--- src/rtl/mem_stage_lsu_pkg.sv ---
// mem_stage_lsu_pkg
//   Shared encodings for the MEM stage:
//   - load/store type codes as produced by the decoder,
//   - LSU FSM state encoding,
//   - common constants.
//   It also holds a small helper that classifies a load type.
package mem_stage_lsu_pkg;

   typedef enum logic [2:0] {
      LD_NONE = 3'd0,
      LD_LB   = 3'd1,
      LD_LH   = 3'd2,
      LD_LW   = 3'd3,
      LD_LBU  = 3'd4,
      LD_LHU  = 3'd5
   } load_t;

   typedef enum logic [1:0] {
      ST_NONE = 2'd0,
      ST_SB   = 2'd1,
      ST_SH   = 2'd2,
      ST_SW   = 2'd3
   } store_t;

   typedef enum logic [1:0] {
      S_IDLE   = 2'd0,
      S_REQ    = 2'd1,
      S_WAIT_R = 2'd2
   } state_t;

   localparam logic [31:0] ZeroWord       = 32'h0000_0000;
   localparam logic        RedirectEnable = 1'b1;

   // Codes 6 and 7 are unused by the decoder and are treated as non-memory.
   function automatic logic is_load_type(input logic [2:0] lt);
      return (lt != 3'(LD_NONE)) && (lt <= 3'(LD_LHU));
   endfunction

endpackage

--- src/rtl/mem_stage_lsu_align.sv ---
// lsu_align
//   Purely combinational data-path helper for the LSU.
//   - Store side: byte enables and lane-replicated write data.
//   - Load side: byte/half extraction and sign/zero extension.
//   - Misalignment check for the captured access.
// Ports:
//   addr_lo    in   low two address bits of the effective address
//   loadtype   in   load type code (load_t)
//   storetype  in   store type code (store_t)
//   store_data in   raw store data
//   rdata      in   data returned by memory
//   be         out  byte enables for a store
//   wdata      out  replicated store data
//   load_data  out  extracted and extended load result
//   misalign   out  access violates its natural alignment
module lsu_align
   import mem_stage_lsu_pkg::*;
#(
   parameter int DATA_W = 32
) (
   input  logic [1:0]        addr_lo,
   input  logic [2:0]        loadtype,
   input  logic [1:0]        storetype,
   input  logic [DATA_W-1:0] store_data,
   input  logic [31:0]       rdata,
   output logic [3:0]        be,
   output logic [31:0]       wdata,
   output logic [DATA_W-1:0] load_data,
   output logic              misalign
);

   load_t       lt;
   store_t      st;
   logic [7:0]  byte_sel;
   logic [15:0] half_sel;

   assign lt = load_t'(loadtype);
   assign st = store_t'(storetype);

   always_comb begin
      case (addr_lo)
         2'd0:    byte_sel = rdata[7:0];
         2'd1:    byte_sel = rdata[15:8];
         2'd2:    byte_sel = rdata[23:16];
         default: byte_sel = rdata[31:24];
      endcase
      half_sel = addr_lo[1] ? rdata[31:16] : rdata[15:0];
   end

   always_comb begin
      load_data = '0;
      case (lt)
         LD_LB:   load_data = {{(DATA_W-8){byte_sel[7]}}, byte_sel};
         LD_LH:   load_data = {{(DATA_W-16){half_sel[15]}}, half_sel};
         LD_LW:   load_data = DATA_W'(rdata);
         LD_LBU:  load_data = {{(DATA_W-8){1'b0}}, byte_sel};
         LD_LHU:  load_data = {{(DATA_W-16){1'b0}}, half_sel};
         default: load_data = '0;
      endcase
   end

   always_comb begin
      be    = 4'b0000;
      wdata = ZeroWord;
      case (st)
         ST_SB: begin
            be    = 4'b0001 << addr_lo;
            wdata = {4{store_data[7:0]}};
         end
         ST_SH: begin
            be    = addr_lo[1] ? 4'b1100 : 4'b0011;
            wdata = {2{store_data[15:0]}};
         end
         ST_SW: begin
            be    = 4'b1111;
            wdata = store_data[31:0];
         end
         default: ;
      endcase
   end

   // Byte accesses never misalign.
   always_comb begin
      misalign = 1'b0;
      if (lt == LD_LH || lt == LD_LHU || st == ST_SH)
         misalign = addr_lo[0];
      else if (lt == LD_LW || st == ST_SW)
         misalign = |addr_lo;
   end

endmodule

--- src/rtl/mem_stage_lsu.sv ---
// mem_stage_lsu
//   MEM stage of the RISC-V core.
//   - Registers the EX outputs into a stage register.
//   - Runs the data-memory req/gnt/rvalid handshake for loads and stores.
//   - Drives the GPR/CSR redirect buses back to EX.
//   - Stalls IF/ID/EX while a memory access is in flight.
//   - Hands registered results to WB.
// Ports:
//   clk, rst            clock, synchronous active-high reset
//   ex_*                EX results, write-back control, load/store info, CSR bundle
//   mem_stall           freeze IF/ID/EX
//   mem_ex_op*          GPR redirect (data/addr/valid), from the stage register
//   mem_ex_csr_*        CSR redirect (data/addr/valid), from the stage register
//   dmem_*              data-memory request channel and response
//   wb_*                registered write-back outputs
//   misalign_o          one-cycle pulse for a misaligned access
module mem_stage_lsu
   import mem_stage_lsu_pkg::*;
#(
   parameter int DATA_W = 32,
   parameter int REG_AW = 5,
   parameter int CSR_AW = 12
) (
   input  logic              clk,
   input  logic              rst,
   input  logic [DATA_W-1:0] ex_result,
   input  logic              ex_wr_bck_en,
   input  logic [REG_AW-1:0] ex_wr_reg_addr,
   input  logic [31:0]       ex_pc,
   input  logic [2:0]        ex_loadtype,
   input  logic [1:0]        ex_storetype,
   input  logic [DATA_W-1:0] ex_store_data,
   input  logic              ex_isload,
   input  logic [DATA_W-1:0] ex_csr_wr_data,
   input  logic [CSR_AW-1:0] ex_csr_wr_addr,
   input  logic              ex_csr_wr_en,
   output logic              mem_stall,
   output logic [DATA_W-1:0] mem_ex_op,
   output logic [REG_AW-1:0] mem_ex_op_addr,
   output logic              mem_ex_op_en,
   output logic [DATA_W-1:0] mem_ex_csr_data,
   output logic [CSR_AW-1:0] mem_ex_csr_addr,
   output logic              mem_ex_csr_en,
   output logic              dmem_req,
   output logic              dmem_we,
   output logic [31:0]       dmem_addr,
   output logic [3:0]        dmem_be,
   output logic [31:0]       dmem_wdata,
   input  logic              dmem_gnt,
   input  logic              dmem_rvalid,
   input  logic [31:0]       dmem_rdata,
   output logic              wb_wr_en,
   output logic [REG_AW-1:0] wb_wr_addr,
   output logic [DATA_W-1:0] wb_wr_data,
   output logic              wb_csr_wr_en,
   output logic [CSR_AW-1:0] wb_csr_wr_addr,
   output logic [DATA_W-1:0] wb_csr_wr_data,
   output logic [31:0]       wb_pc,
   output logic              misalign_o
);

   // Stage register
   logic [DATA_W-1:0] s_result, s_store_data, s_csr_data;
   logic [REG_AW-1:0] s_rd;
   logic [CSR_AW-1:0] s_csr_addr;
   logic [31:0]       s_pc;
   logic [2:0]        s_lt;
   logic [1:0]        s_st;
   logic              s_wb_en, s_isload, s_csr_en;

   state_t            state;
   logic              is_ld, is_mem;
   logic [3:0]        al_be;
   logic [31:0]       al_wdata;
   logic [DATA_W-1:0] al_ldata;
   logic              al_misalign;

   assign is_ld  = is_load_type(s_lt);
   assign is_mem = is_ld || (s_st != 2'(ST_NONE));

   lsu_align #(.DATA_W(DATA_W)) u_align (
      .addr_lo    (s_result[1:0]),
      .loadtype   (s_lt),
      .storetype  (s_st),
      .store_data (s_store_data),
      .rdata      (dmem_rdata),
      .be         (al_be),
      .wdata      (al_wdata),
      .load_data  (al_ldata),
      .misalign   (al_misalign)
   );

   // Stall drops in the cycle the FSM heads back to IDLE, so the next op is
   // captured on that same edge (back-to-back memory ops lose no cycle).
   always_comb begin
      case (state)
         S_IDLE:   mem_stall = is_mem && !al_misalign;
         S_REQ:    mem_stall = !(dmem_gnt && !is_ld);
         S_WAIT_R: mem_stall = !dmem_rvalid;
         default:  mem_stall = 1'b0;
      endcase
   end

   always_ff @(posedge clk) begin
      if (rst) begin
         s_result     <= '0;
         s_wb_en      <= 1'b0;
         s_rd         <= '0;
         s_pc         <= '0;
         s_lt         <= 3'(LD_NONE);
         s_st         <= 2'(ST_NONE);
         s_store_data <= '0;
         s_isload     <= 1'b0;
         s_csr_data   <= '0;
         s_csr_addr   <= '0;
         s_csr_en     <= 1'b0;
      end else if (!mem_stall) begin
         s_result     <= ex_result;
         s_wb_en      <= ex_wr_bck_en;
         s_rd         <= ex_wr_reg_addr;
         s_pc         <= ex_pc;
         s_lt         <= ex_loadtype;
         s_st         <= ex_storetype;
         s_store_data <= ex_store_data;
         s_isload     <= ex_isload;
         s_csr_data   <= ex_csr_wr_data;
         s_csr_addr   <= ex_csr_wr_addr;
         s_csr_en     <= ex_csr_wr_en;
      end
   end

   // LSU FSM with registered bus and write-back outputs. Write enables are
   // single-cycle: they default low and are raised only on the retire edge.
   always_ff @(posedge clk) begin
      if (rst) begin
         state          <= S_IDLE;
         dmem_req       <= 1'b0;
         dmem_we        <= 1'b0;
         dmem_addr      <= ZeroWord;
         dmem_be        <= 4'b0000;
         dmem_wdata     <= ZeroWord;
         wb_wr_en       <= 1'b0;
         wb_wr_addr     <= '0;
         wb_wr_data     <= '0;
         wb_csr_wr_en   <= 1'b0;
         wb_csr_wr_addr <= '0;
         wb_csr_wr_data <= '0;
         wb_pc          <= ZeroWord;
         misalign_o     <= 1'b0;
      end else begin
         wb_wr_en     <= 1'b0;
         wb_csr_wr_en <= 1'b0;
         misalign_o   <= 1'b0;
         case (state)
            S_IDLE: begin
               if (is_mem && al_misalign) begin
                  misalign_o <= 1'b1;
                  wb_pc      <= s_pc;
               end else if (is_mem) begin
                  state      <= S_REQ;
                  dmem_req   <= 1'b1;
                  dmem_we    <= !is_ld;
                  dmem_addr  <= {s_result[31:2], 2'b00};
                  // Loads read the whole word; the lane is picked on return.
                  dmem_be    <= is_ld ? 4'b1111 : al_be;
                  dmem_wdata <= is_ld ? ZeroWord : al_wdata;
               end else begin
                  wb_wr_en       <= s_wb_en;
                  wb_wr_addr     <= s_rd;
                  wb_wr_data     <= s_result;
                  wb_csr_wr_en   <= s_csr_en;
                  wb_csr_wr_addr <= s_csr_addr;
                  wb_csr_wr_data <= s_csr_data;
                  wb_pc          <= s_pc;
               end
            end
            S_REQ: begin
               // rvalid is not looked at here, even alongside gnt.
               if (dmem_gnt) begin
                  dmem_req   <= 1'b0;
                  dmem_we    <= 1'b0;
                  dmem_addr  <= ZeroWord;
                  dmem_be    <= 4'b0000;
                  dmem_wdata <= ZeroWord;
                  if (is_ld) begin
                     state <= S_WAIT_R;
                  end else begin
                     state          <= S_IDLE;
                     wb_csr_wr_en   <= s_csr_en;
                     wb_csr_wr_addr <= s_csr_addr;
                     wb_csr_wr_data <= s_csr_data;
                     wb_pc          <= s_pc;
                  end
               end
            end
            S_WAIT_R: begin
               if (dmem_rvalid) begin
                  state          <= S_IDLE;
                  wb_wr_en       <= s_wb_en;
                  wb_wr_addr     <= s_rd;
                  wb_wr_data     <= al_ldata;
                  wb_csr_wr_en   <= s_csr_en;
                  wb_csr_wr_addr <= s_csr_addr;
                  wb_csr_wr_data <= s_csr_data;
                  wb_pc          <= s_pc;
               end
            end
            default: state <= S_IDLE;
         endcase
      end
   end

   // Redirect buses: loads never forward, their data is not known yet.
   assign mem_ex_op       = s_result;
   assign mem_ex_op_addr  = s_rd;
   assign mem_ex_op_en    = (s_wb_en && (s_rd != '0) && !s_isload) ? RedirectEnable : 1'b0;
   assign mem_ex_csr_data = s_csr_data;
   assign mem_ex_csr_addr = s_csr_addr;
   assign mem_ex_csr_en   = s_csr_en;

endmodule

--- config.mk ---
export PLATFORM = sky130hd
export DESIGN_NAME = mem_stage_lsu
export DESIGN_NICKNAME = d
export VERILOG_FILES = /design/src/rtl/mem_stage_lsu_pkg.sv /design/src/rtl/mem_stage_lsu_align.sv /design/src/rtl/mem_stage_lsu.sv
export SDC_FILE = /design/constraint.sdc
export NUM_CORES = 1
export LEC_CHECK = 0
export BUFFER_PORTS_ARGS = -buffer_cell sky130_fd_sc_hd__buf_2
export CAP_MARGIN = 20
export CORE_ASPECT_RATIO = 1.1
export CORE_MARGIN = 3
export CORE_UTILIZATION = 50
export CTS_CLUSTER_DIAMETER = 60
export DETAILED_ROUTE_END_ITERATION = 10
export PLACE_DENSITY = 0.78
export SYNTH_ARGS = -nofsm -noshare
export SYNTH_HDL_FRONTEND = slang
export SYNTH_SLANG_ARGS = --single-unit
--- constraint.sdc ---
create_clock -name clk -period 2.79 [get_ports clk]
set_input_delay 0.279 -clock clk [delete_from_list [all_inputs] [get_ports clk]]
set_output_delay 0.279 -clock clk [all_outputs]
set_load 0.02 [all_outputs]
==> results of run 1 <==
==> layer usage <==
metal  routed length [um]  share of wire  GRT usage
met4                 2760          0.059      0.153
met3                 3670          0.078     0.0710
met5                   56         0.0012          0
met2                22600           0.48      0.470
met1                17800           0.38      0.307
==> registers in the layout, indices dropped and copies added, names as in the netlist, 12 cells and up <==
| signal | count |
|---|---|
| wb_csr_wr_addr | 12 |
| dmem_wdata | 32 |
| wb_csr_wr_data | 32 |
| s_store_data | 32 |
| dmem_addr | 30 |
| wb_pc | 32 |
| mem_ex_csr_addr | 12 |
| mem_ex_csr_data | 32 |
| wb_wr_data | 32 |
| s_pc | 32 |
| mem_ex_op | 32 |
==> power by group through the flow <==
stage	registers, mW	logic (mW)	clock network [mW]
after global placement	7.38	11.4	0
after detailed placement	7.44	11.6	0
after floorplan	8.52	7.47	0
after global routing	7.54	12.7	5.34
final	7.38	12.0	5.06
after CTS	7.36	12.0	5.13
==> worst paths after layout <==
path,slack (ps),from,endpoint,depth (start not counted)
max,120,s_lt[1],mem_stall,6
min,20,ex_csr_wr_addr[1],mem_ex_csr_addr[1],3
max reg2reg,200,s_st[1],wb_wr_data[12],6
min reg2reg,450,wb_wr_addr[2],wb_wr_addr[2],2
==> cell usage in the layout (no fill, tap or decap), types with 18 or more instances in the layout <==
cell type	count
sky130_fd_sc_hd__a211oi_1	22
sky130_fd_sc_hd__buf_4	38
sky130_fd_sc_hd__nand2b_1	343
sky130_fd_sc_hd__o2bb2ai_1	23
sky130_fd_sc_hd__a21oi_1	82
sky130_fd_sc_hd__nand2_1	47
sky130_fd_sc_hd__clkbuf_16	41
sky130_fd_sc_hd__o21ai_1	24
sky130_fd_sc_hd__o21ai_0	28
sky130_fd_sc_hd__nor2b_1	18
sky130_fd_sc_hd__dfxtp_1	338
sky130_fd_sc_hd__mux2i_1	240
sky130_fd_sc_hd__nand4_1	31
sky130_fd_sc_hd__a22oi_1	21
sky130_fd_sc_hd__nor2_1	91
sky130_fd_sc_hd__buf_2	455
==> Yosys cell counts (3+ instances only) <==
cell                        instances  area (um^2)
sky130_fd_sc_hd__o21ai_1           24          120
sky130_fd_sc_hd__o21ai_0           29          145
sky130_fd_sc_hd__nor3_1             5         25.0
sky130_fd_sc_hd__nand2_1           47          176
sky130_fd_sc_hd__and3_1             8         50.1
sky130_fd_sc_hd__nand4_1           31          194
sky130_fd_sc_hd__a22oi_1           21          158
sky130_fd_sc_hd__buf_2             16         80.1
sky130_fd_sc_hd__inv_1             10         37.5
sky130_fd_sc_hd__o41ai_1            7         61.3
sky130_fd_sc_hd__nand3b_1           6         45.0
sky130_fd_sc_hd__mux2_2            15          169
sky130_fd_sc_hd__nor2b_1           18          113
sky130_fd_sc_hd__nor2_1            91          342
sky130_fd_sc_hd__a221oi_1           3         26.3
sky130_fd_sc_hd__ha_1               4         50.1
sky130_fd_sc_hd__a211oi_1          22          165
sky130_fd_sc_hd__o2bb2ai_1         23          201
sky130_fd_sc_hd__nand2b_1         343         2150
sky130_fd_sc_hd__buf_6              5         56.3
sky130_fd_sc_hd__clkbuf_1          88          330
sky130_fd_sc_hd__buf_4             10         75.1
sky130_fd_sc_hd__a2111oi_0          9         78.8
sky130_fd_sc_hd__and2_1             6         37.5
sky130_fd_sc_hd__nor4_1             3         18.8
sky130_fd_sc_hd__o211ai_1           3         22.5
sky130_fd_sc_hd__a22o_1            15          131
sky130_fd_sc_hd__buf_12            10          200
sky130_fd_sc_hd__a21oi_1           83          415
sky130_fd_sc_hd__mux2i_1          240         2400
sky130_fd_sc_hd__dfxtp_1          339         6790
==> timing repair <==
| action | 4_1_cts | 5_1_grt |
|---|---|---|
| hold buffers | 11 | 0 |
| endpoints found under the hold margin | 11 | 0 |
| setup endpoints to repair | 1 | 0 |
| gates resized for setup | 6 | 0 |
| setup buffers | 3 | 0 |
==> final cells by class <==
| class | instances | area [um^2] |
|---|---|---|
| Inverter | 12 | 71.3 |
| Tap cell | 408 | 510 |
| Multi-Input combinational cell | 1094 | 7710 |
| Antenna cell | 4 | 10.0 |
| Fill cell | 2505 | 10600 |
| Timing Repair inverter | 2 | 17.5 |
| Sequential cell | 339 | 6790 |
| Clock buffer | 54 | 1120 |
| Timing Repair Buffer | 514 | 2860 |
| Clock inverter | 14 | 145 |
==> cells by family after synthesis <==
family / count (synthesis)
DFF: 339
and+or+nand+nor: 570
adders and majority gates: 5
other: 1
xor gates and xnor gates: 1
muxes: 255
AOI/OAI and AO/OA: 261
buffers and inverters: 143
==> metrics by stage <==
| step | util | hold slack, ps | area, um^2 |
|---|---|---|---|
| after global routing | 0.645 | 6.82 | 19200 |
| after CTS | 0.645 | 0.376 | 19200 |
| after floorplan | - | 431 | 15300 |
| final | 0.645 | 21.4 | 19200 |
| after detailed placement | 0.596 | 441 | 17800 |
| after global placement | 0.596 | 431 | 17800 |
==> tightest hold or removal path: stages <==
cell and delay (ps):
sky130_fd_sc_hd__buf_2 90, sky130_fd_sc_hd__nand2b_1 50, sky130_fd_sc_hd__mux2i_1 50
==> flow_results.xml, run 1 <==
<?xml version="1.0" encoding="UTF-8"?>
<metrics>
  <group name="cells_and_area">
    <metric name="layout-drive-gt1-share" unit="">0.296</metric>
    <metric name="layout.cells.non_filler" unit="">2441</metric>
    <metric name="nNetsFinal" unit="">2195</metric>
    <metric name="area_growth_syn_to_layout" unit="%">26.2</metric>
  </group>
  <group name="placed_design">
    <metric name="hpwl" unit="um">33100</metric>
    <metric name="port_buffers" unit="">456</metric>
    <metric name="dp_slack" unit="ps">249</metric>
    <metric name="globalplace.congestion" unit="">0.914</metric>
    <metric name="place_inst" unit="">2353</metric>
  </group>
  <group name="timing">
    <metric name="slew_violations" unit="">0</metric>
    <metric name="finalHoldViolCount" unit="">0</metric>
    <metric name="fmax" unit="GHz">0.374</metric>
    <metric name="setup_violations" unit="">0</metric>
    <metric name="setup_repair_after_global_routing_missed_its_margin" unit="">false</metric>
    <metric name="period_minus_slack" unit="ps">2670</metric>
    <metric name="final_critical_path_setup_slack" unit="ps">120</metric>
    <metric name="setup-tns-final" unit="ps">0</metric>
    <metric name="timing.clock.skew" unit="ps">13.0</metric>
    <metric name="worst_slew_margin_relative_to_its_limit" unit="">0.362</metric>
    <metric name="min_period_over_period" unit="">0.957</metric>
    <metric name="worstMarginPinSlew" unit="ps">957</metric>
  </group>
  <group name="power_and_ir_drop">
    <metric name="total_power" unit="mW">24.4</metric>
    <metric name="total_leakage_power" unit="nW">8.75</metric>
    <metric name="netSwitchingFraction" unit="">0.422</metric>
    <metric name="power.net_switching" unit="mW">10.3</metric>
    <metric name="cellInternalPower" unit="mW">14.1</metric>
    <metric name="power_share_of_the_combinational_group" unit="">0.490</metric>
    <metric name="clkPwrFrac" unit="">0.207</metric>
    <metric name="p_per_area" unit="nW/um^2">1270</metric>
    <metric name="vdd_ir_drop_max" unit="mV">0.938</metric>
    <metric name="seq_power_share" unit="">0.303</metric>
  </group>
  <group name="floorplanning">
    <metric name="design.die.area" unit="um^2">32600</metric>
    <metric name="floorplan.rows" unit="">66</metric>
    <metric name="floorplan.core_area" unit="um^2">29800</metric>
    <metric name="fp.dieW" unit="um">173</metric>
    <metric name="boundaryPins" unit="">459</metric>
    <metric name="initial_core_util" unit="">0.512</metric>
    <metric name="fp.dieH" unit="um">189</metric>
  </group>
  <group name="drt">
    <metric name="ant_nets" unit="">0</metric>
    <metric name="vias_per_cell" unit="">5.43</metric>
    <metric name="route.detailed.wl_per_inst" unit="um">19.2</metric>
    <metric name="via_total_after_detailed_routing" unit="">13300</metric>
    <metric name="finalWirelength" unit="um">46900</metric>
    <metric name="detail_route.iter0.violations" unit="">981</metric>
    <metric name="drtPass1Iterations" unit="">8</metric>
    <metric name="drcViolationCount" unit="">0</metric>
  </group>
  <group name="clock_tree">
    <metric name="numCtsBuffers" unit="">39</metric>
    <metric name="tritoncts" unit="">built</metric>
    <metric name="clock_sink_count" unit="">339</metric>
    <metric name="ctsRootBufferMaster" unit="">sky130_fd_sc_hd__clkbuf_16</metric>
    <metric name="clock_insertion_delay_worst_skew" unit="ps">520</metric>
    <metric name="cts.path.max_buffers" unit="">3</metric>
    <metric name="cts.htree.levels" unit="">2</metric>
    <metric name="path_clk_slew" unit="ps">60</metric>
  </group>
  <group name="yosys">
    <metric name="synth-adder-area-share" unit="">0.00394</metric>
    <metric name="yosys.area_share.xor_xnor" unit="">0.000574</metric>
    <metric name="synth_mux_area_frac" unit="">0.169</metric>
    <metric name="number_of_synthesized_flops_with_an_enable_pin" unit="">0</metric>
    <metric name="synth_sequential_area_ratio" unit="">0.445</metric>
    <metric name="ys_dominant_reg_cell" unit="">sky130_fd_sc_hd__dfxtp_1</metric>
    <metric name="mappedNetlistArea" unit="um^2">15200</metric>
    <metric name="netlist_instances" unit="">1575</metric>
    <metric name="synth_top_family_by_area" unit="">simple AND/OR/NAND/NOR gates</metric>
    <metric name="synth.avg_cell_area" unit="um^2">9.68</metric>
    <metric name="synth_compound_area_frac" unit="">0.116</metric>
    <metric name="async_flop_share" unit="">0</metric>
    <metric name="post_synth_num_cell_types" unit="">67</metric>
    <metric name="ys_seq_elements" unit="">339</metric>
    <metric name="synth_simple_gate_area_share" unit="">0.213</metric>
    <metric name="ys_warn_count" unit="">0</metric>
  </group>
  <group name="global_route">
    <metric name="pin_count_of_the_biggest_net_entering_global_routing" unit="">185</metric>
    <metric name="vias_in_the_first_global_route" unit="">13000</metric>
    <metric name="grt-ovfl-total" unit="">0</metric>
    <metric name="antenna_found_initial" unit="">8</metric>
    <metric name="grt_pass1_wl" unit="um">71800</metric>
    <metric name="grt_use_total" unit="">0.272</metric>
  </group>
  <group name="setup_path">
    <metric name="max_stage_delay" unit="ps">420</metric>
    <metric name="required_time_at_the_endpoint_of_the_critical_path" unit="ps">2510</metric>
    <metric name="timing.critical_path.from_type" unit="">flip-flop</metric>
    <metric name="critPathCaptureType" unit="">primary output</metric>
    <metric name="critPathMaxFanout" unit="">10</metric>
    <metric name="number_of_buffers_and_inverters_on_the_critical_path" unit="">2</metric>
    <metric name="critical_path.slowest_cell" unit="">sky130_fd_sc_hd__or3b_4</metric>
    <metric name="timing.critical_path.arrival" unit="ps">2390</metric>
    <metric name="kind_of_critical_path" unit="">reg -&gt; out</metric>
    <metric name="timing.critical_path.cells" unit="">or3b_4 -&gt; a31oi_4 -&gt; nor2_2 -&gt; o31a_4 -&gt; bufinv_16 -&gt; buf_2</metric>
    <metric name="path_delay_family" unit="">compound AO/OA/AOI/OAI gates</metric>
  </group>
  <group name="status">
    <metric name="status" unit="">complete, no violations</metric>
  </group>
  <group name="hold_path">
    <metric name="hp-class" unit="">in -&gt; reg</metric>
  </group>
  <group name="job">
    <metric name="max_cap_viol_count" unit="">0</metric>
  </group>
</metrics>
No activity file was read; power rests on OpenSTA's default activity.
==> inputs of run 2 (changes only) <==
--- a/config.mk
+++ b/config.mk
@@ -11,4 +11,5 @@
 export CORE_MARGIN = 3
 export CORE_UTILIZATION = 50
+export CTS_BUF_LIST = sky130_fd_sc_hd__clkbuf_8
 export CTS_CLUSTER_DIAMETER = 60
 export DETAILED_ROUTE_END_ITERATION = 10
==> constraint.sdc (replaced) <==
create_clock -name clk -period 2.79 [get_ports clk]
set_input_delay 0.1395 -clock clk [delete_from_list [all_inputs] [get_ports clk]]
set_output_delay 0.1395 -clock clk [all_outputs]
set_load 0.02 [all_outputs]
==> flow_results.xml, run 2 (synthesized netlist as in run 1, its figures left out) <==
<?xml version="1.0" encoding="UTF-8"?>
<metrics>
  <group name="timing">
    <metric name="fmax" unit="GHz">0.376</metric>
    <metric name="worstMarginPinSlew" unit="ps">982</metric>
    <metric name="period_minus_slack" unit="ps">2660</metric>
    <metric name="setup-tns-final" unit="ps">0</metric>
    <metric name="worst_slew_margin_relative_to_its_limit" unit="">0.346</metric>
    <metric name="setup_violations" unit="">0</metric>
    <metric name="setup_repair_after_global_routing_missed_its_margin" unit="">false</metric>
    <metric name="final_critical_path_setup_slack" unit="ps">128</metric>
    <metric name="finalHoldViolCount" unit="">0</metric>
    <metric name="timing.clock.skew" unit="ps">25.0</metric>
    <metric name="slew_violations" unit="">0</metric>
    <metric name="min_period_over_period" unit="">0.954</metric>
    <metric name="final_layout_worst_hold_slack" unit="ps">53.8</metric>
  </group>
  <group name="drt">
    <metric name="ant_nets" unit="">0</metric>
    <metric name="vias_per_cell" unit="">5.39</metric>
    <metric name="drtPass1Iterations" unit="">5</metric>
    <metric name="route.detailed.wl_per_inst" unit="um">19.5</metric>
    <metric name="via_total_after_detailed_routing" unit="">14100</metric>
    <metric name="detail_route.iter0.violations" unit="">1044</metric>
    <metric name="drcViolationCount" unit="">0</metric>
    <metric name="finalWirelength" unit="um">51200</metric>
  </group>
  <group name="setup_path">
    <metric name="kind_of_critical_path" unit="">reg -&gt; out</metric>
    <metric name="worst_reg2reg_path_startpoint" unit="">s_st[1]</metric>
    <metric name="timing.critical_path.from_type" unit="">flip-flop</metric>
    <metric name="required_time_at_the_endpoint_of_the_critical_path" unit="ps">2650</metric>
    <metric name="timing.critical_path.arrival" unit="ps">2520</metric>
    <metric name="critical_path.reg2reg.endpoint" unit="">wb_csr_wr_addr[2]</metric>
    <metric name="critPathCaptureType" unit="">primary output</metric>
    <metric name="rr_worst_depth" unit="">6</metric>
    <metric name="critPathMaxFanout" unit="">17</metric>
    <metric name="r2r_slack" unit="ps">200</metric>
  </group>
  <group name="hold_path">
    <metric name="hp-class" unit="">in -&gt; reg</metric>
    <metric name="holdPathStages" unit="">3</metric>
    <metric name="hold_path_end" unit="">wb_wr_data[28]</metric>
    <metric name="min_from" unit="">dmem_rdata[28]</metric>
  </group>
  <group name="floorplanning">
    <metric name="floorplan.core_area" unit="um^2">29800</metric>
    <metric name="boundaryPins" unit="">459</metric>
    <metric name="design.die.area" unit="um^2">32600</metric>
    <metric name="fp.dieH" unit="um">189</metric>
    <metric name="floorplan.rows" unit="">66</metric>
    <metric name="initial_core_util" unit="">0.512</metric>
    <metric name="fp.dieW" unit="um">173</metric>
  </group>
  <group name="global_route">
    <metric name="vias_in_the_first_global_route" unit="">14400</metric>
    <metric name="grt_use_total" unit="">0.297</metric>
    <metric name="antenna_found_initial" unit="">4</metric>
    <metric name="grt-ovfl-total" unit="">0</metric>
    <metric name="grt_pass1_wl" unit="um">78800</metric>
    <metric name="pin_count_of_the_biggest_net_entering_global_routing" unit="">138</metric>
  </group>
  <group name="cells_and_area">
    <metric name="area_growth_syn_to_layout" unit="%">35.1</metric>
    <metric name="sequential_cell_area" unit="um^2">6790</metric>
    <metric name="combined_area_of_the_multi_input_logic_cells" unit="um^2">7710</metric>
    <metric name="layout.cells.most_common_list" unit="">sky130_fd_sc_hd__buf_2, sky130_fd_sc_hd__nand2b_1, sky130_fd_sc_hd__dfxtp_1</metric>
    <metric name="n_fill_cell" unit="">2165</metric>
    <metric name="nNetsFinal" unit="">2360</metric>
    <metric name="finish.utilization" unit="">0.691</metric>
    <metric name="final_common_cell" unit="">sky130_fd_sc_hd__buf_2</metric>
    <metric name="layout.cells.non_filler" unit="">2620</metric>
    <metric name="layout-drive-gt1-share" unit="">0.278</metric>
  </group>
  <group name="clock_tree">
    <metric name="path_clk_slew" unit="ps">60</metric>
    <metric name="numCtsBuffers" unit="">55</metric>
    <metric name="clock_sink_count" unit="">339</metric>
    <metric name="cts.htree.levels" unit="">2</metric>
    <metric name="clock_insertion_delay_worst_skew" unit="ps">580</metric>
    <metric name="ctsRootBufferMaster" unit="">sky130_fd_sc_hd__clkbuf_8</metric>
    <metric name="tritoncts" unit="">built</metric>
    <metric name="cts.path.max_buffers" unit="">3</metric>
  </group>
  <group name="power_and_ir_drop">
    <metric name="seq_power_share" unit="">0.310</metric>
    <metric name="netSwitchingFraction" unit="">0.435</metric>
    <metric name="cellInternalPower" unit="mW">13.5</metric>
    <metric name="power.net_switching" unit="mW">10.4</metric>
    <metric name="power_share_of_the_combinational_group" unit="">0.507</metric>
    <metric name="vdd_ir_drop_max" unit="mV">0.875</metric>
    <metric name="clkPwrFrac" unit="">0.183</metric>
    <metric name="total_leakage_power" unit="nW">9.41</metric>
    <metric name="p_per_area" unit="nW/um^2">1160</metric>
  </group>
  <group name="job">
    <metric name="max_cap_viol_count" unit="">0</metric>
  </group>
  <group name="placed_design">
    <metric name="hpwl" unit="um">33400</metric>
    <metric name="place_inst" unit="">2349</metric>
    <metric name="globalplace.congestion" unit="">0.895</metric>
    <metric name="port_buffers" unit="">456</metric>
    <metric name="dp_slack" unit="ps">229</metric>
  </group>
  <group name="status">
    <metric name="status" unit="">complete, no violations</metric>
  </group>
</metrics>
run 2: changes by cell type in the layout (fill, tap and decap cells not counted), moves of 3 or more:
cell                            change
sky130_fd_sc_hd__clkbuf_16         -41
sky130_fd_sc_hd__buf_4              -6
sky130_fd_sc_hd__clkbuf_1           -8
sky130_fd_sc_hd__dlygate4sd3_1    +156
sky130_fd_sc_hd__inv_1             +18
sky130_fd_sc_hd__clkbuf_8          +66
sky130_fd_sc_hd__clkinv_2           +3
sky130_fd_sc_hd__clkinvlp_4         -5
run 2: cell type report:
type,instances,share of cell area
multi-input cells,1094,0.374
flip-flops and latches,339,0.329
repair buffers,664,0.212
clock buffers,71,0.0474
well taps,408,0.0248
clock inverters,28,0.00723
inverters,12,0.00346
repair inverters,1,0.000425
diodes,3,0.000364
run 2: per-layer routing:
| metal | share of wire | vias up | global-route usage |
|---|---|---|---|
| li1 | - | 6656 | - |
| met1 | 0.37 | 6600 | 0.331 |
| met2 | 0.48 | 653 | 0.511 |
| met3 | 0.070 | 204 | 0.0690 |
| met4 | 0.070 | 4 | 0.191 |
| met5 | 0.00053 | - | 0 |
run 2: timing repair:
| action | CTS | global route |
|---|---|---|
| hold buffers | 167 | 0 |
| resized for setup | 1 | 3 |
| setup endpoints to repair | 1 | 1 |
| pin swaps | 0 | 2 |
| cloned | 0 | 1 |
| hold endpoints to repair | 169 | 0 |
| buffers inserted | 0 | 1 |
run 2: power groups by stage:
| stage | registers [mW] | clock network, mW | logic [mW] |
|---|---|---|---|
| 2_1_floorplan | 8.52 | 0 | 7.47 |
| 3_3_place_gp | 7.36 | 0 | 11.4 |
| 3_5_place_dp | 7.43 | 0 | 11.5 |
| 4_1_cts | 7.34 | 4.42 | 11.9 |
| 5_1_grt | 7.54 | 4.66 | 12.8 |
| 6_report | 7.39 | 4.35 | 12.1 |
run 2: worst max-delay path: stages, from the launching register on:
cell	delay [ps]
sky130_fd_sc_hd__dfxtp_1	410
sky130_fd_sc_hd__buf_6	210
sky130_fd_sc_hd__nand2b_1	100
sky130_fd_sc_hd__a311o_2	450
sky130_fd_sc_hd__nor2_2	140
sky130_fd_sc_hd__o31a_1	210
sky130_fd_sc_hd__bufinv_16	250
sky130_fd_sc_hd__buf_2	180
run 2: worst max-delay path by stage:
stage / startpoint / endpoint / slack, ps
5_1_grt: s_lt[0] / mem_stall / 5
2_1_floorplan: state[0] / wb_wr_data[21] / 600
6_report: s_lt[0] / mem_stall / 130
3_3_place_gp: s_st[1] / wb_wr_data[10] / 310
3_5_place_dp: s_st[1] / wb_wr_data[10] / 230
4_1_cts: s_lt[2] / mem_stall / 8
run 2: per-stage QoR:
stage	instance area (um^2)	power [mW]
global route	20600	25.0
CTS	20600	23.6
finish	20600	23.8
floorplan	15300	16.0
global placement	17700	18.7
detailed placement	17700	19.0
==> inputs of run 3 (changes only) <==
- SLEW_MARGIN: not set -> 20
- clock period: 2.79 -> 3.32 ns (I/O delays scaled with it)
==> flow_results.xml, run 3 (synthesized netlist as in run 1, its figures left out) <==
<?xml version="1.0" encoding="UTF-8"?>
<metrics>
  <group name="clock_tree">
    <metric name="path_clk_slew" unit="ps">60</metric>
    <metric name="cts.htree.levels" unit="">2</metric>
    <metric name="cts_setup_buffers" unit="">0</metric>
    <metric name="clock_insertion_delay_worst_skew" unit="ps">580</metric>
    <metric name="clock_sink_count" unit="">339</metric>
    <metric name="ctsRootBufferMaster" unit="">sky130_fd_sc_hd__clkbuf_8</metric>
    <metric name="numCtsBuffers" unit="">54</metric>
    <metric name="tritoncts" unit="">built</metric>
    <metric name="cts.path.max_buffers" unit="">3</metric>
  </group>
  <group name="timing">
    <metric name="min_period_over_period" unit="">0.928</metric>
    <metric name="setup_repair_after_global_routing_missed_its_margin" unit="">false</metric>
    <metric name="setup_violations" unit="">0</metric>
    <metric name="worst_slew_margin_relative_to_its_limit" unit="">0.477</metric>
    <metric name="worstMarginPinSlew" unit="ps">778</metric>
    <metric name="setup-tns-final" unit="ps">0</metric>
    <metric name="period_minus_slack" unit="ps">3080</metric>
    <metric name="fmax" unit="GHz">0.325</metric>
    <metric name="timing.clock.skew" unit="ps">18.9</metric>
    <metric name="slew_violations" unit="">0</metric>
    <metric name="finalHoldViolCount" unit="">0</metric>
  </group>
  <group name="setup_path">
    <metric name="r2r_slack" unit="ps">570</metric>
    <metric name="worst_reg2reg_path_startpoint" unit="">s_lt[2]</metric>
    <metric name="critPathMaxFanout" unit="">43</metric>
    <metric name="critical_path.reg2reg.endpoint" unit="">s_store_data[20]</metric>
    <metric name="required_time_at_the_endpoint_of_the_critical_path" unit="ps">3150</metric>
    <metric name="rr_worst_depth" unit="">7</metric>
    <metric name="timing.critical_path.from_type" unit="">flip-flop</metric>
    <metric name="timing.critical_path.arrival" unit="ps">2910</metric>
    <metric name="kind_of_critical_path" unit="">reg -&gt; out</metric>
    <metric name="critPathCaptureType" unit="">primary output</metric>
  </group>
  <group name="drt">
    <metric name="ant_nets" unit="">0</metric>
    <metric name="drtPass1Iterations" unit="">5</metric>
    <metric name="wl_met3" unit="um">3680</metric>
    <metric name="via_total_after_detailed_routing" unit="">14100</metric>
    <metric name="vias_per_cell" unit="">5.42</metric>
    <metric name="route.detailed.wl_per_inst" unit="um">19.3</metric>
    <metric name="dr_wl_met2" unit="um">24500</metric>
    <metric name="drcViolationCount" unit="">0</metric>
    <metric name="finalWirelength" unit="um">50300</metric>
    <metric name="top_signal_layer_used" unit="">met5</metric>
    <metric name="detail_route.iter0.violations" unit="">893</metric>
    <metric name="route.layer.met1.wl" unit="um">18900</metric>
  </group>
  <group name="cells_and_area">
    <metric name="area_growth_syn_to_layout" unit="%">34.0</metric>
    <metric name="final_common_cell" unit="">sky130_fd_sc_hd__buf_2</metric>
    <metric name="layout-drive-gt1-share" unit="">0.273</metric>
    <metric name="layout.cells.most_common_list" unit="">sky130_fd_sc_hd__buf_2, sky130_fd_sc_hd__nand2b_1, sky130_fd_sc_hd__dfxtp_1</metric>
    <metric name="finish.utilization" unit="">0.686</metric>
    <metric name="nNetsFinal" unit="">2348</metric>
  </group>
  <group name="status">
    <metric name="status" unit="">complete, no violations</metric>
  </group>
  <group name="floorplanning">
    <metric name="fp.dieW" unit="um">173</metric>
    <metric name="fp.dieH" unit="um">189</metric>
    <metric name="design.die.area" unit="um^2">32600</metric>
    <metric name="floorplan.core_area" unit="um^2">29800</metric>
    <metric name="initial_core_util" unit="">0.512</metric>
    <metric name="boundaryPins" unit="">459</metric>
    <metric name="floorplan.rows" unit="">66</metric>
  </group>
  <group name="global_route">
    <metric name="antenna_found_initial" unit="">5</metric>
    <metric name="grt_pass1_wl" unit="um">78800</metric>
    <metric name="pin_count_of_the_biggest_net_entering_global_routing" unit="">179</metric>
    <metric name="grt-ovfl-total" unit="">0</metric>
    <metric name="grt_use_total" unit="">0.297</metric>
    <metric name="vias_in_the_first_global_route" unit="">14500</metric>
  </group>
  <group name="power_and_ir_drop">
    <metric name="total_leakage_power" unit="nW">9.32</metric>
    <metric name="vdd_ir_drop_max" unit="mV">0.685</metric>
    <metric name="p_per_area" unit="nW/um^2">965</metric>
    <metric name="total_power" unit="mW">19.7</metric>
  </group>
  <group name="hold_path">
    <metric name="hp-class" unit="">in -&gt; reg</metric>
    <metric name="min_from" unit="">dmem_rdata[31]</metric>
    <metric name="holdPathStages" unit="">3</metric>
    <metric name="hold_path_end" unit="">wb_wr_data[31]</metric>
  </group>
  <group name="placed_design">
    <metric name="port_buffers" unit="">456</metric>
    <metric name="globalplace.congestion" unit="">0.894</metric>
    <metric name="hpwl" unit="um">33500</metric>
  </group>
  <group name="job">
    <metric name="max_cap_viol_count" unit="">0</metric>
  </group>
</metrics>
==> run 3: cell types whose count changed in the layout (fill, tap and decap cells not counted), moves of 2 or more <==
cell and delta:
sky130_fd_sc_hd__inv_1 -2, sky130_fd_sc_hd__clkbuf_8 -3, sky130_fd_sc_hd__buf_4 -6, sky130_fd_sc_hd__dlygate4sd3_1 -2, sky130_fd_sc_hd__clkinv_2 -3
==> run 3: report_power, final <==
part / internal, mW / total (mW) / switching [mW]
clock network: 1.99 / 3.63 / 1.64
logic: 3.85 / 9.85 / 6.00
registers: 5.32 / 6.24 / 0.919
==> run 3: routing by layer <==
| metal | vias up | track usage |
|---|---|---|
| met5 | - | 0 |
| met3 | 185 | 0.0684 |
| li1 | 6610 | - |
| met1 | 6653 | 0.328 |
| met2 | 652 | 0.520 |
| met4 | 4 | 0.180 |
==> run 3: repair_timing <==
action | 4_1_cts | 5_1_grt
endpoints found under the setup margin | 0 | 0
resized for setup | 0 | 0
hold endpoints to repair | 166 | 0
hold buffers | 165 | 0
==> run 3: final cells by class <==
| cell class | count | area, um^2 |
|---|---|---|
| inverter | 12 | 52.6 |
| sequential | 339 | 6790 |
| timing repair buffer | 654 | 4280 |
| clock inverter | 25 | 164 |
| antenna | 4 | 10.0 |
| multi-input combinational | 1094 | 7700 |
| clock buffer | 68 | 936 |
| fill | 2236 | 9370 |
| tap | 408 | 510 |
==> run 3: worst max path at each step <==
stage	from	end	slack (ps)	depth (start not counted)
after floorplan	state[0]	wb_wr_data[21]	1130	8
after global placement	s_lt[2]	wb_wr_data[10]	700	6
after detailed placement	s_lt[2]	wb_wr_data[8]	620	6
after CTS	s_lt[2]	mem_stall	200	6
after global routing	s_lt[2]	mem_stall	90	6
final	s_lt[2]	mem_stall	240	6
==> run 3: worst max-delay path, stage by stage, from the launching register on <==
cell                      delay (ps)
sky130_fd_sc_hd__dfxtp_1         450
sky130_fd_sc_hd__or3b_4          480
sky130_fd_sc_hd__a31oi_4         250
sky130_fd_sc_hd__nor2_2          130
sky130_fd_sc_hd__o31a_1          370
sky130_fd_sc_hd__inv_8           370
sky130_fd_sc_hd__buf_2           260
==> run 3: metrics by stage <==
step           instance area, um^2  instances  hold slack, ps  worst slack [ps]
2_1_floorplan                15300       1576             318              1130
3_3_place_gp                 17700       2342             424               697
3_5_place_dp                 17700       2342             429               615
4_1_cts                      20400       2600           0.458               197
5_1_grt                      20400       2603            21.8              88.5
6_report                     20400       2604            36.7               240
